==> src/rtl/dezigzag.sv <==
// Zigzag-to-column-major reorder for 8x8 coefficient blocks, double-banked.
// Optional feature: DEZIGZAG_EOB_EN adds eob_in and per-bank written-masks for early block close.
module dezigzag #(
   parameter int W = 11
) (
   input  logic         clk,
   input  logic         rst,
   input  logic         ena_in,
   output logic         rdy_out,
   input  logic [W-1:0] in,
`ifdef DEZIGZAG_EOB_EN
   input  logic         eob_in,
`endif
   input  logic         rdy_in,
   output logic         ena_out,
   output logic [W-1:0] out
);

   // Column-major address (c*8+r) for each zigzag position k.
   localparam logic [5:0] ZZ_ADDR [64] = '{
      6'd0,  6'd8,  6'd1,  6'd2,  6'd9,  6'd16, 6'd24, 6'd17,
      6'd10, 6'd3,  6'd4,  6'd11, 6'd18, 6'd25, 6'd32, 6'd40,
      6'd33, 6'd26, 6'd19, 6'd12, 6'd5,  6'd6,  6'd13, 6'd20,
      6'd27, 6'd34, 6'd41, 6'd48, 6'd56, 6'd49, 6'd42, 6'd35,
      6'd28, 6'd21, 6'd14, 6'd7,  6'd15, 6'd22, 6'd29, 6'd36,
      6'd43, 6'd50, 6'd57, 6'd58, 6'd51, 6'd44, 6'd37, 6'd30,
      6'd23, 6'd31, 6'd38, 6'd45, 6'd52, 6'd59, 6'd60, 6'd53,
      6'd46, 6'd39, 6'd47, 6'd54, 6'd61, 6'd62, 6'd55, 6'd63
   };

   logic [W-1:0] mem [128];
   logic         wr_bank;
   logic         rd_bank;
   logic [1:0]   full;
   logic [5:0]   wr_idx;
   logic [5:0]   rd_idx;
   logic [5:0]   wr_addr;
   logic         wr_fire;
   logic         wr_close;
   logic         rd_fire;
   logic         rd_last;
   logic [W-1:0] rd_data;

   assign rdy_out = !full[wr_bank];
   assign wr_fire = ena_in && rdy_out;
   assign wr_addr = ZZ_ADDR[wr_idx];
   assign rd_fire = rdy_in && full[rd_bank];
   assign rd_last = rd_fire && (rd_idx == 6'd63);

`ifdef DEZIGZAG_EOB_EN
   logic [63:0] wmask [2];

   // eob_in closes the block after any coincident write has landed.
   assign wr_close = (wr_fire && (wr_idx == 6'd63)) || (eob_in && rdy_out);
   assign rd_data  = wmask[rd_bank][rd_idx] ? mem[{rd_bank, rd_idx}] : '0;

   always_ff @(posedge clk) begin
      if (rst) begin
         wmask[0] <= '0;
         wmask[1] <= '0;
      end else begin
         if (wr_fire) wmask[wr_bank][wr_addr] <= 1'b1;
         if (rd_last) wmask[rd_bank] <= '0;
      end
   end
`else
   assign wr_close = wr_fire && (wr_idx == 6'd63);
   assign rd_data  = mem[{rd_bank, rd_idx}];
`endif

   always_ff @(posedge clk) begin
      if (wr_fire) mem[{wr_bank, wr_addr}] <= in;
   end

   // Write close and read free always target different banks, so both full updates are safe.
   always_ff @(posedge clk) begin
      if (rst) begin
         wr_bank <= 1'b0;
         rd_bank <= 1'b0;
         full    <= 2'b00;
         wr_idx  <= 6'd0;
         rd_idx  <= 6'd0;
      end else begin
         if (wr_close) begin
            full[wr_bank] <= 1'b1;
            wr_bank       <= ~wr_bank;
            wr_idx        <= 6'd0;
         end else if (wr_fire) begin
            wr_idx <= wr_idx + 6'd1;
         end
         if (rd_fire) begin
            rd_idx <= rd_idx + 6'd1;
            if (rd_last) begin
               full[rd_bank] <= 1'b0;
               rd_bank       <= ~rd_bank;
            end
         end
      end
   end

   always_ff @(posedge clk) begin
      if (rst) begin
         ena_out <= 1'b0;
         out     <= '0;
      end else begin
         ena_out <= rd_fire;
         if (rd_fire) out <= rd_data;
      end
   end

endmodule
==> config.mk <==
export PLATFORM = sky130hd
export DESIGN_NAME = dezigzag
export DESIGN_NICKNAME = d
export VERILOG_FILES = /design/src/rtl/dezigzag.sv
export SDC_FILE = /design/constraint.sdc
export NUM_CORES = 1
export LEC_CHECK = 0
export CORE_UTILIZATION = 45
export DETAILED_ROUTE_END_ITERATION = 12
export PLACE_DENSITY = 0.66
export SLEW_MARGIN = 20
export SYNTH_ARGS = -nofsm -noshare
export SYNTH_HDL_FRONTEND = slang
export SYNTH_SLANG_ARGS = --single-unit
==> constraint.sdc <==
create_clock -name clk -period 4.49 [get_ports clk]
set_input_delay 0.898 -clock clk [delete_from_list [all_inputs] [get_ports clk]]
set_output_delay 0.898 -clock clk [all_outputs]
set_load 0.02 [all_outputs]
# Word-level counts from Yosys, hierarchy flattened
# Memories as Yosys holds them, arrays and structs flattened. A register that Yosys moved wholly into a read port is not among the register bits.
# Cells that the tools add are included.
dict set report totals {
  reg_bits 17
  mem_bits_rw 1408
  romBits 384
  inputBits 15
  out_inout_bits 13
  mem_count 2
}
# memory words width rd rd_ports_with_merged_regs wr line_no
set memory_table {}
lappend memory_table {mem 128 11 1 1 1 31} ;# logic [W-1:0] mem [128];
lappend memory_table {{(name not given)} 64 6 1 0 0 46} ;# assign wr_addr = ZZ_ADDR[wr_idx];
dict set report classes {
  addsub 2
  magnitude_cmp 5
  n_eq_ne 2
  n_mux 16
  bitwise 6
  reduce_logical 9
}
# cell n
set op_table {}
lappend op_table {{$add 6x1->6 const B} 2}
lappend op_table {{$eq 6x6->1 const B} 2}
lappend op_table {{$mux 6} 2}
lappend op_table {{$mux 1} 8}
lappend op_table {{$mux 2} 4}
lappend op_table {{$ge 7x7->1 const B} 1}
lappend op_table {{$not 6->7} 1}
lappend op_table {{$logic_and 1x1->1} 6}
lappend op_table {{$lt 1x2->1 const B} 2}
lappend op_table {{$and 2x2->2} 1}
lappend op_table {{$demux 1 s1} 2}
lappend op_table {{$ge 1x1->1 const B} 2}
lappend op_table {{$not 1->1} 2}
lappend op_table {{$not 2->2} 1}
lappend op_table {{$or 2x2->2} 1}
lappend op_table {{$reduce_and 2->1} 1}
lappend op_table {{$reduce_or 2->1} 1}
lappend op_table {{$logic_not 1->1} 1}

# Longest topological paths before layout
dict set report depth {
  word_depth 10
  mapped_depth 11
  ltp_nobuf 9
}

# Least setup slack after synthesis
# No wires, ideal clock.
dict set report synth_path {
  path_kind {register to register}
  start {register wr_idx[0]}
  end {memory mem[109][0] (enable)}
  arrival_time_ps 3336
  path_slack_ps 758
  stages_incl_launch_ff 11
  path_buffers 2
  period_less_slack_ps 3732
  path_cell_list {dfxtp_1 buf_2 inv_1 ha_1 nor2b_1 o31ai_2 nand2_1 a211oi_2 or2_2 clkbuf_1 nor3b_1}
}
dict set report synth_via {
  elab_chain_len 4
}
# item line_no
set synth_lines {}
lappend synth_lines {{from (decl)} 35} ;# logic [5:0] wr_idx;
lappend synth_lines {{from (signal assigned)} 89} ;# wr_idx <= wr_idx + 6'd1;
lappend synth_lines {{$not 6->7 (implied by the code)} 46}
lappend synth_lines {{$mem_v2 64x6} -}
lappend synth_lines {{$mux 6 (implied by the code) (2 in a row)} 46}
lappend synth_lines {{to (decl)} 31}
# Every way passes these cells. The select of a mux whose other input is x is not followed.

# Final worst setup path
dict set report layout_path {
  start {register wr_idx[1]}
  end {memory mem[18][7] (enable)}
}
# Same word-level chain as after synthesis.

==> results.sh <==
export IMPL_status="finished, final reports clean"
export IMPL_cts_resized=0
export IMPL_rsz0062_at_grt="false"
export IMPL_pin_count=28
export IMPL_reg2reg_to="mem[18][7]"
export IMPL_track_usage=0.223
export IMPL_syn_instance_count=2818
export IMPL_fillerInstances=9743
export IMPL_port_buffers=27
export IMPL_yosys_cell_types_count=68
export IMPL_clock_path_buffers=3
export IMPL_tritoncts_num_buffers=144
export IMPL_die_width_um=358
export IMPL_routed_wl_um=142000
export IMPL_route_met3_wl_um=13000
export IMPL_insertion_delay_ns=0.75
export IMPL_critPathKind="flop to flop"
export IMPL_post_route_min_period_ns=4.12
export IMPL_worst_setup_path_start_kind="flop"
export IMPL_core_um2=126000
export IMPL_clockRootBuffer="clkbuf_16"
export IMPL_cts_sinks=1436
export IMPL_p_leak_nw=19.5
export IMPL_remaining_drc_errors=0
export IMPL_antenna_found_initial=4
export IMPL_dp_hpwl_um=88900
export IMPL_rr_worst_depth=8
export IMPL_max_freq_mhz=242
export IMPL_initial_utilization=0.453
export IMPL_worstMarginPinSlew_ns=1.23
export IMPL_hp_start="in[3]"
export IMPL_wire_per_inst_um=29.4
export IMPL_nNetsFinal=3067
export IMPL_routed_top_layer="met5"
export IMPL_htreeDepth=4
export IMPL_crit_slowest_cell="nor2_1"
export IMPL_postCtsHoldBufs=0
export IMPL_dieHeight_um=358
export IMPL_grt_pass1_wl_um=204000
export IMPL_r2r_slack_ns=0.37
export IMPL_syn_area_um2=56900
export IMPL_seqCellArea_um2=42900
export IMPL_die_area_um2=128000
export IMPL_ys_seq_area_frac=0.753
export IMPL_min_path_type="input pin to flop"
export IMPL_cpMostUsedCell="inv_1"
export IMPL_hold_depth=1
export IMPL_fin_skew_ns=0.0349
export IMPL_fin_tns_setup_ns=0
export IMPL_areaGrowthSynthToFinish_pct=14.3
export IMPL_drv_slew=0
export IMPL_power_density_nw_per_um2=426
export IMPL_setup_violations=0
export IMPL_dr_wl_met2_um=66900
export IMPL_synth_edff_count=1408
export IMPL_rows=130
export IMPL_wl_met1_um=57000
export IMPL_firstDrtPassIters=6
export IMPL_arrival_ns=4.48
export IMPL_r2r_start="wr_idx[1]"
export IMPL_vias=29005
export IMPL_min_to="mem[112][3]"
export IMPL_cp_max_fo=11
export IMPL_syn_area_per_cell_um2=20.2
export IMPL_cts_setup_buffers=0
export IMPL_grt_max_degree=121
export IMPL_fin_crit_sh=0.919
export IMPL_yosys_top_cells_area="edfxtp_1, mux4_2, mux2i_1"
export IMPL_antenna_left=0
export IMPL_fin_ws_ns=0.366
export IMPL_post_place_ws_ns=0.396
export IMPL_maxCapViolCount=0
export IMPL_cp_data_required_time_ns=4.85
export IMPL_multi_input_area_um2=13100
export IMPL_cts_tree="yes"
export IMPL_synth_top_area_share=0.743
export IMPL_layout_drive_gt1_share=0.248
export IMPL_gp_congestion=0.902
export IMPL_grt_pass1_vias=29058
export IMPL_cts_clk_slew_worst_paths_ns=0.07
export IMPL_peakVddDrop_mv=0.300
export IMPL_ys_async_sr_fraction=0
export IMPL_syn_num_nets=2850
export IMPL_overflow=0
export IMPL_end_kind="flop"
export IMPL_critPathMaxStageDelay_ns=0.93
export IMPL_dr_first_iter_drc_count=3691
export IMPL_hold_viol_final=0
export IMPL_synth_top_area_cell="edfxtp_1"
export IMPL_path_cells="inv_1 > ha_1 > inv_1 > mux4_2 > nor2b_1 > a221o_1 > nand3_1 > nor2_1"
export IMPL_slew_headroom=0.179
export IMPL_power_w=0.0277
export IMPL_yosys_warnings=0
export IMPL_synthFlopType="edfxtp_1"
export IMPL_vias_per_cell=6.03
export IMPL_ys_ff_latch=1436
==> worst max-delay path: cells and delay by family, from the launching register on <==
| family | cells | cell delay [ns] |
|---|---|---|
| compound gates | 1 | 0.36 |
| fa+ha+maj | 1 | 0.46 |
| buf+inv | 2 | 0.35 |
| flops | 1 | 0.52 |
| mux | 1 | 0.48 |
| simple gates | 3 | 1.55 |
==> kinds of logic (layout without fill, tap and decap cells) <==
family          Yosys count  count (layout)  synth area share
buf+inv                 169             507            0.0190
fa+ha+maj                17              17           0.00374
flops                  1436            1436             0.753
other cells               0               1                 0
mux                     531             531             0.157
simple gates            344             344            0.0287
compound gates          309             309            0.0367
xor+xnor                 12              12           0.00185
==> layout by cell type (no fill, tap or decap), types with 10 or more instances in the layout <==
cell type	n
a21oi_1	31
nor2_2	12
mux2i_1	221
a211oi_1	49
and2_1	10
buf_12	21
o21ai_0	63
nor3b_2	14
o22ai_1	79
clkbuf_1	24
bufinv_16	24
clkbuf_16	147
nand3_1	41
edfxtp_1	1408
buf_4	190
nand2b_1	10
clkdlybuf4s50_1	16
dfxtp_1	25
clkinv_1	33
clkinv_2	21
mux2_2	23
o2111ai_1	11
mux4_2	287
nand2_1	53
nor2_1	150
ha_1	17
a22oi_1	17
nor2b_1	20
==> flip-flops by register name, summed over array words and instances, names as in the netlist <==
register  cells
ena_out       1
full          2
mem        1408
out          11
rd_bank       1
rd_idx        6
wr_bank       1
wr_idx        6
==> cell usage after synthesis (5+ instances only) <==
cell type and count:
nor3b_1 13, a221oi_1 8, mux2i_1 221, a22oi_1 17, a21oi_1 31, mux4_2 287, nand3_1 41, a211oi_1 49
inv_1 8, o211ai_1 5, xnor2_1 8, edfxtp_1 1408, nor3_1 7, clkbuf_1 44, o2111ai_1 11, o22ai_1 79
ha_1 17, buf_4 45, nand2_1 53, mux2_2 23, dfxtp_1 28, nor2b_1 21, a31oi_1 6, buf_6 21
a311oi_1 6, buf_1 10, buf_2 34, nand4_1 8, nand2b_1 10, nor2_1 161, o21ai_0 63, and2_1 10
==> per-layer routing <==
metal,GRT usage,vias up
met5,0,-
met4,0.0733,4
met3,0.0503,237
met2,0.350,1404
met1,0.311,15239
li1,-,12121
==> per-stage QoR <==
| step | utilization | instances | instance area, um^2 | hold slack, ns |
|---|---|---|---|---|
| final | 0.518 | 4807 | 65100 | 0.447 |
| after global routing | 0.518 | 4806 | 65000 | 0.432 |
| after CTS | 0.517 | 4803 | 64900 | 0.415 |
| after detailed placement | 0.478 | 4536 | 60000 | 0.565 |
| after global placement | 0.478 | 4536 | 60000 | 0.567 |
| after floorplan | - | 2818 | 56900 | 0.515 |
==> cell type report <==
type | instances | share of cell area
multi-input cells | 1213 | 0.201
diodes | 1 | 0.0000385
inverters | 9 | 0.000519
flip-flops and latches | 1436 | 0.659
clock buffers | 171 | 0.0579
clock inverters | 96 | 0.0181
repair buffers | 231 | 0.0320
well taps | 1650 | 0.0317
==> report_power, final <==
| group | internal (W) | switching (W) |
|---|---|---|
| Clock | 0.00742 | 0.00506 |
| Sequential | 0.0147 | 0.00000794 |
| Combinational | 0.000106 | 0.000389 |
==> worst max-delay path by stage <==
stage                     depth (start not counted)  slack (ns)       from      endpoint
after floorplan                                  10        0.76  wr_idx[0]   mem[109][0]
after global placement                           10        0.50  wr_idx[1]  mem[118][10]
after detailed placement                          8        0.40  wr_idx[1]    mem[18][7]
after CTS                                         8        0.38  wr_idx[1]    mem[18][7]
after global routing                              8        0.16  wr_idx[1]    mem[18][5]
final                                             8        0.37  wr_idx[1]    mem[18][7]
(Power assumes the default switching activity.)
==> edit 1 (config.mk and constraints unchanged) <==
`W`: 11 -> 12.
--- a/src/rtl/dezigzag.sv
+++ b/src/rtl/dezigzag.sv
@@ -1,7 +1,7 @@
 // Zigzag-to-column-major reorder for 8x8 coefficient blocks, double-banked.
 // Optional feature: DEZIGZAG_EOB_EN adds eob_in and per-bank written-masks for early block close.
 module dezigzag #(
-   parameter int W = 11
+   parameter int W = 12
 ) (
    input  logic         clk,
    input  logic         rst,
Interface: changed (resized in and out); port bits go from 28 to 30. The function was not compared with the original's and may differ.
==> edit 1 against the original RTL <==
Design area up 8.3%; global-route usage about the same; power grew 6.0%; combinational power rose by 12%; sequential cell count grew 129; setup slack gained 0.32 ns; area after synthesis increased by 8.7%; wire length grew 9.6%; cell count up 8.2%; maximum frequency grew 8.3%; via count grew 7.9%; sequential power is 9.5% higher; critical path type unchanged; critical endpoint is now out[11]; largest power group unchanged.
==> edit 1: results (changes against the original RTL) <==
Hold path
  – Hold Path Class: reg2reg
  – HP Start: full[0]

Placed design
  – Post-placement cell count: 4914 (+8.3%)
  – GPL Wtd Cong: 0.917 (+1.6%)
  – Dpl ws: 0.813 ns (+0.417 ns)
  – Placed Area: 65400 um2 (+9.0%)
  – Final HPWL DP: 95.1 mm (+7.0%)
  – Port bufs: 29 (+7.4%)

Synthesis
  – Commonest cells in the netlist: 1536 x edfxtp_1, 305 x mux4_2, 261 x mux2i_1, 159 x nor2_1, 103 x o22ai_1
  – Post-Syn Nets: 3082 (+8.1%)
  – Synth unique cells: 66 (-2.9%)
  – EDFF count, synth: 1536 (+9.1%)
  – Ys flop type: edfxtp_1
  – Post-synthesis sequential area ratio: 75.5% (+0.21 points)
  – Synth Instances: 3049 (+8.2%)
  – Area contributors post-synth: edfxtp_1 75%, mux4_2 11%, mux2i_1 4.2%

Global routing
  – First-pass GRT wire length: 222 mm (+8.6%)
  – Vias in the first global route: 31000 (+6.8%)
  – Largest net degree at the start of global routing: 129 (+6.6%)
  – Initial antenna violation count: 6 (+2)
  – GRT Total Usage: 22.3% (-0.032 points)

Detailed routing
  – Mean number of vias per cell: 6.02 (-0.23%)
  – DRT iter0 DRCs: 3884 (+5.2%)
  – First-pass iteration count of the detailed router: 5 (-1)
  – Routed WL per cell: 29.8 um (+1.3%)

Clock network
  – Buffer count from post-CTS setup fixing: 0 (unchanged)
  – Clock latency on the worst-skew pair: 0.79 ns (+0.04 ns)

STA
  – WHS: 0.574 ns (+0.127 ns)
  – Final worst slack: 0.682 ns (+0.317 ns)
  – Worst slew margin: 33.0% (+15 points)
  – Final Skew: 0.0254 ns (-0.00950 ns)

Critical path
  – Worst Path Max Fanout: 14 (+3)
  – Arrival time worst endpoint: 4.48 ns (about the same)
  – Critical Path Source: rd_idx[5]

Pwr
  – Worst VDD drop: 0.000398 V (+33%)
  – Sw frac: 20.5% (+0.76 points)
  – Leak pwr: 21.0 nW (+7.7%)

Layout
  – Regs by FF count: mem x1536, out x12
  – Layout cells sized above 1: 24.3% (-0.46 points)

Status
  – Status: finished clean
## edit 1: worst paths after layout
check | to | cells past startpoint
worst max-delay path | out[11] | 6
worst min-delay path | full[0] | 2
worst max register to register | out[11] | 6
worst min register to register | full[0] | 2
## edit 1: cell type report
cell class | instances | area, um2
fillers | 10500 | 65600
flip-flops and latches | 1565 | 46700
multi-input cells | 1302 | 14100
clock buffers | 189 | 4060
repair buffers | 257 | 2310
well taps | 1781 | 2230
clock inverters | 95 | 970
inverters | 9 | 33.8
diodes | 2 | 5.00
## edit 1: worst max-delay path: stages (launching register included)
cell       delay, ns
dfxtp_1         0.97
clkinv_1        0.67
nor2_1          0.69
nand2_1         0.41
o22ai_1         0.45
nor2_1          0.14
a2111oi_2       0.37
## edit 1: power by group through the flow
stage,logic (mW),clock network (mW),registers [mW]
after global routing,0.579,13.5,16.1
after global placement,0.543,0,16.4
after CTS,0.553,13.0,16.1
after floorplan,0.137,0,16.4
after detailed placement,0.553,0,16.4
final,0.554,12.8,16.1
## edit 1: routing by layer
metal | share of wire (%) | vias to the layer above | GRT usage [%]
li1 | - | 13200 | -
met4 | 3.5 | 2 | 8.62
met1 | 41 | 16400 | 31.1
met5 | 0.0077 | - | 0
met2 | 47 | 1521 | 34.3
met3 | 9.0 | 260 | 4.88
## edit 1: cells by family after synthesis
kind of cell | Yosys count | share of synthesized area (%)
flip-flops | 1565 | 75.5
multiplexers | 587 | 15.7
AND/OR/NAND/NOR | 345 | 2.71
AO/OA/AOI/OAI | 341 | 3.76
buffers and inverters | 182 | 1.79
adder cells (fa/ha/maj) | 17 | 0.344
XOR/XNOR | 12 | 0.170
==> edit 2 (same settings) <==
Made on the original files. Add a define of `DEZIGZAG_EOB_EN`.
--- a/src/rtl/dezigzag.sv
+++ b/src/rtl/dezigzag.sv
@@ -1,5 +1,7 @@
 // Zigzag-to-column-major reorder for 8x8 coefficient blocks, double-banked.
 // Optional feature: DEZIGZAG_EOB_EN adds eob_in and per-bank written-masks for early block close.
+`define DEZIGZAG_EOB_EN
+
 module dezigzag #(
    parameter int W = 11
 ) (
Interface: changed (added eob_in); port bits go from 28 to 29. No check against the original RTL was run, so the function may have changed too.
==> edit 2 against the original RTL <==
Design area up 8.4%; die area rose by 8.3%; sequential cell count rose by 129; sequential share of layout area shrank 1.4 points; wire length up 21%; setup slack better by 0.28 ns; area after synthesis up 8.4%; clock skew barely moved.
Power is not compared: it rests on default switching activity, and its combinational part moved more than twofold at a synthesized area within 25%.
==> edit 2: results (changes against the original RTL) <==
Status
  – Status: finished clean

Synthesis
  – Post-Syn Nets: 3266 (+15%)
  – Post-synthesis sequential area ratio: 73.7% (-1.6 points)
  – Area contributors post-synth: edfxtp_1 69%, mux4_2 11%, dfxtp_1 5.1%
  – Commonest cells in the netlist: 1408 x edfxtp_1, 308 x mux4_2, 210 x mux2i_1, 202 x nor2_1, 157 x dfxtp_1
  – Synth unique cells: 89 (+31%)

Global routing
  – Largest net degree at the start of global routing: 129 (+6.6%)
  – Vias in the first global route: 32800 (+13%)
  – Grt met1 use: 35.3% (+4.2 points)
  – GRT Total Usage: 25.0% (+2.7 points)
  – Met2 GRT Util: 37.3% (+2.3 points)
  – Met3 Use GR: 6.41% (+1.4 points)

Clock network
  – Num CTS Buffers: 159 (+10%)
  – Clock latency on the worst-skew pair: 0.80 ns (+0.05 ns)

Hold path
  – Hold Path Class: reg2reg

Layout
  – Regs by FF count: mem x1408, wmask x128, out x11
  – Layout cells sized above 1: 23.7% (-1.1 points)
  – Final nets: 3534 (+15%)
  – N_diodes: 0 (-1)

Critical path
  – Arrival time worst endpoint: 4.35 ns (-0.13 ns)

Placed design
  – GPL Wtd Cong: 0.974 (+7.9%)
  – Port bufs: 28 (+3.7%)
  – Final HPWL DP: 107 mm (+21%)

Detailed routing
  – DRT iter0 DRCs: 5042 (+37%)
  – Mean number of vias per cell: 6.18 (+2.5%)
  – First-pass iteration count of the detailed router: 7 (+1)

STA
  – Final Skew: 0.0353 ns (+0.000417 ns)
==> edit 2: layout make-up <==
class | count | area (um2)
Fill cell | 10600 | 65100
Sequential cell | 1565 | 45400
Multi-Input combinational cell | 1461 | 15000
Clock buffer | 209 | 4250
Timing Repair Buffer | 297 | 2640
Tap cell | 1781 | 2230
Clock inverter | 85 | 896
Inverter | 15 | 56.3
==> edit 2: metal layers <==
layer,routed length (um),vias up
met5,34,-
met2,77700,1920
met3,18600,318
li1,-,13700
met1,67900,17500
met4,6660,2
==> edit 2: kinds of logic (layout without fill, tap and decap cells) <==
logic type,count (synthesis),after routing,synth area share [%]
flip-flops,1565,1565,73.7
multiplexers,542,542,15.2
AO/OA/AOI/OAI,465,465,5.41
AND/OR/NAND/NOR,423,423,3.11
buffers and inverters,205,606,2.00
adder cells (fa/ha/maj),19,19,0.386
XOR/XNOR,12,12,0.170
==> edit 2: path summary, 6_finish.rpt <==
kind / to / slack, ns
max reg2reg: mem[51][8] / 0.65
max: mem[51][8] / 0.65
min reg2reg: wmask[0][45] / 0.46
min: wmask[0][45] / 0.46
==> edit 2: worst max-delay path, delay by kind of cell, from the launching register on <==
| family | cells | cell delay, ns |
|---|---|---|
| buffers and inverters | 2 | 0.54 |
| flip-flops | 1 | 0.82 |
| AND/OR/NAND/NOR | 2 | 0.85 |
| AO/OA/AOI/OAI | 4 | 1.32 |
==> edit 2: through the flow <==
stage / cell area, um2 / std cells / utilization, % / hold slack, ns / setup WS (ns)
after floorplan: 61700 / 3231 / - / 0.435 / 0.973
after CTS: 70500 / 5412 / 52.0 / 0.463 / 0.780
final: 70500 / 5413 / 52.0 / 0.464 / 0.649
after detailed placement: 65400 / 5118 / 48.2 / 0.449 / 0.795
after global routing: 70500 / 5413 / 52.0 / 0.476 / 0.484
after global placement: 65400 / 5118 / 48.2 / 0.446 / 0.826
==> edit 2: power by group <==
group          internal (mW)  leakage (nW)  switching, mW
combinational          0.439          5.66          0.773
clock                   7.42          2.50           5.65
sequential              15.9          13.9         0.0333
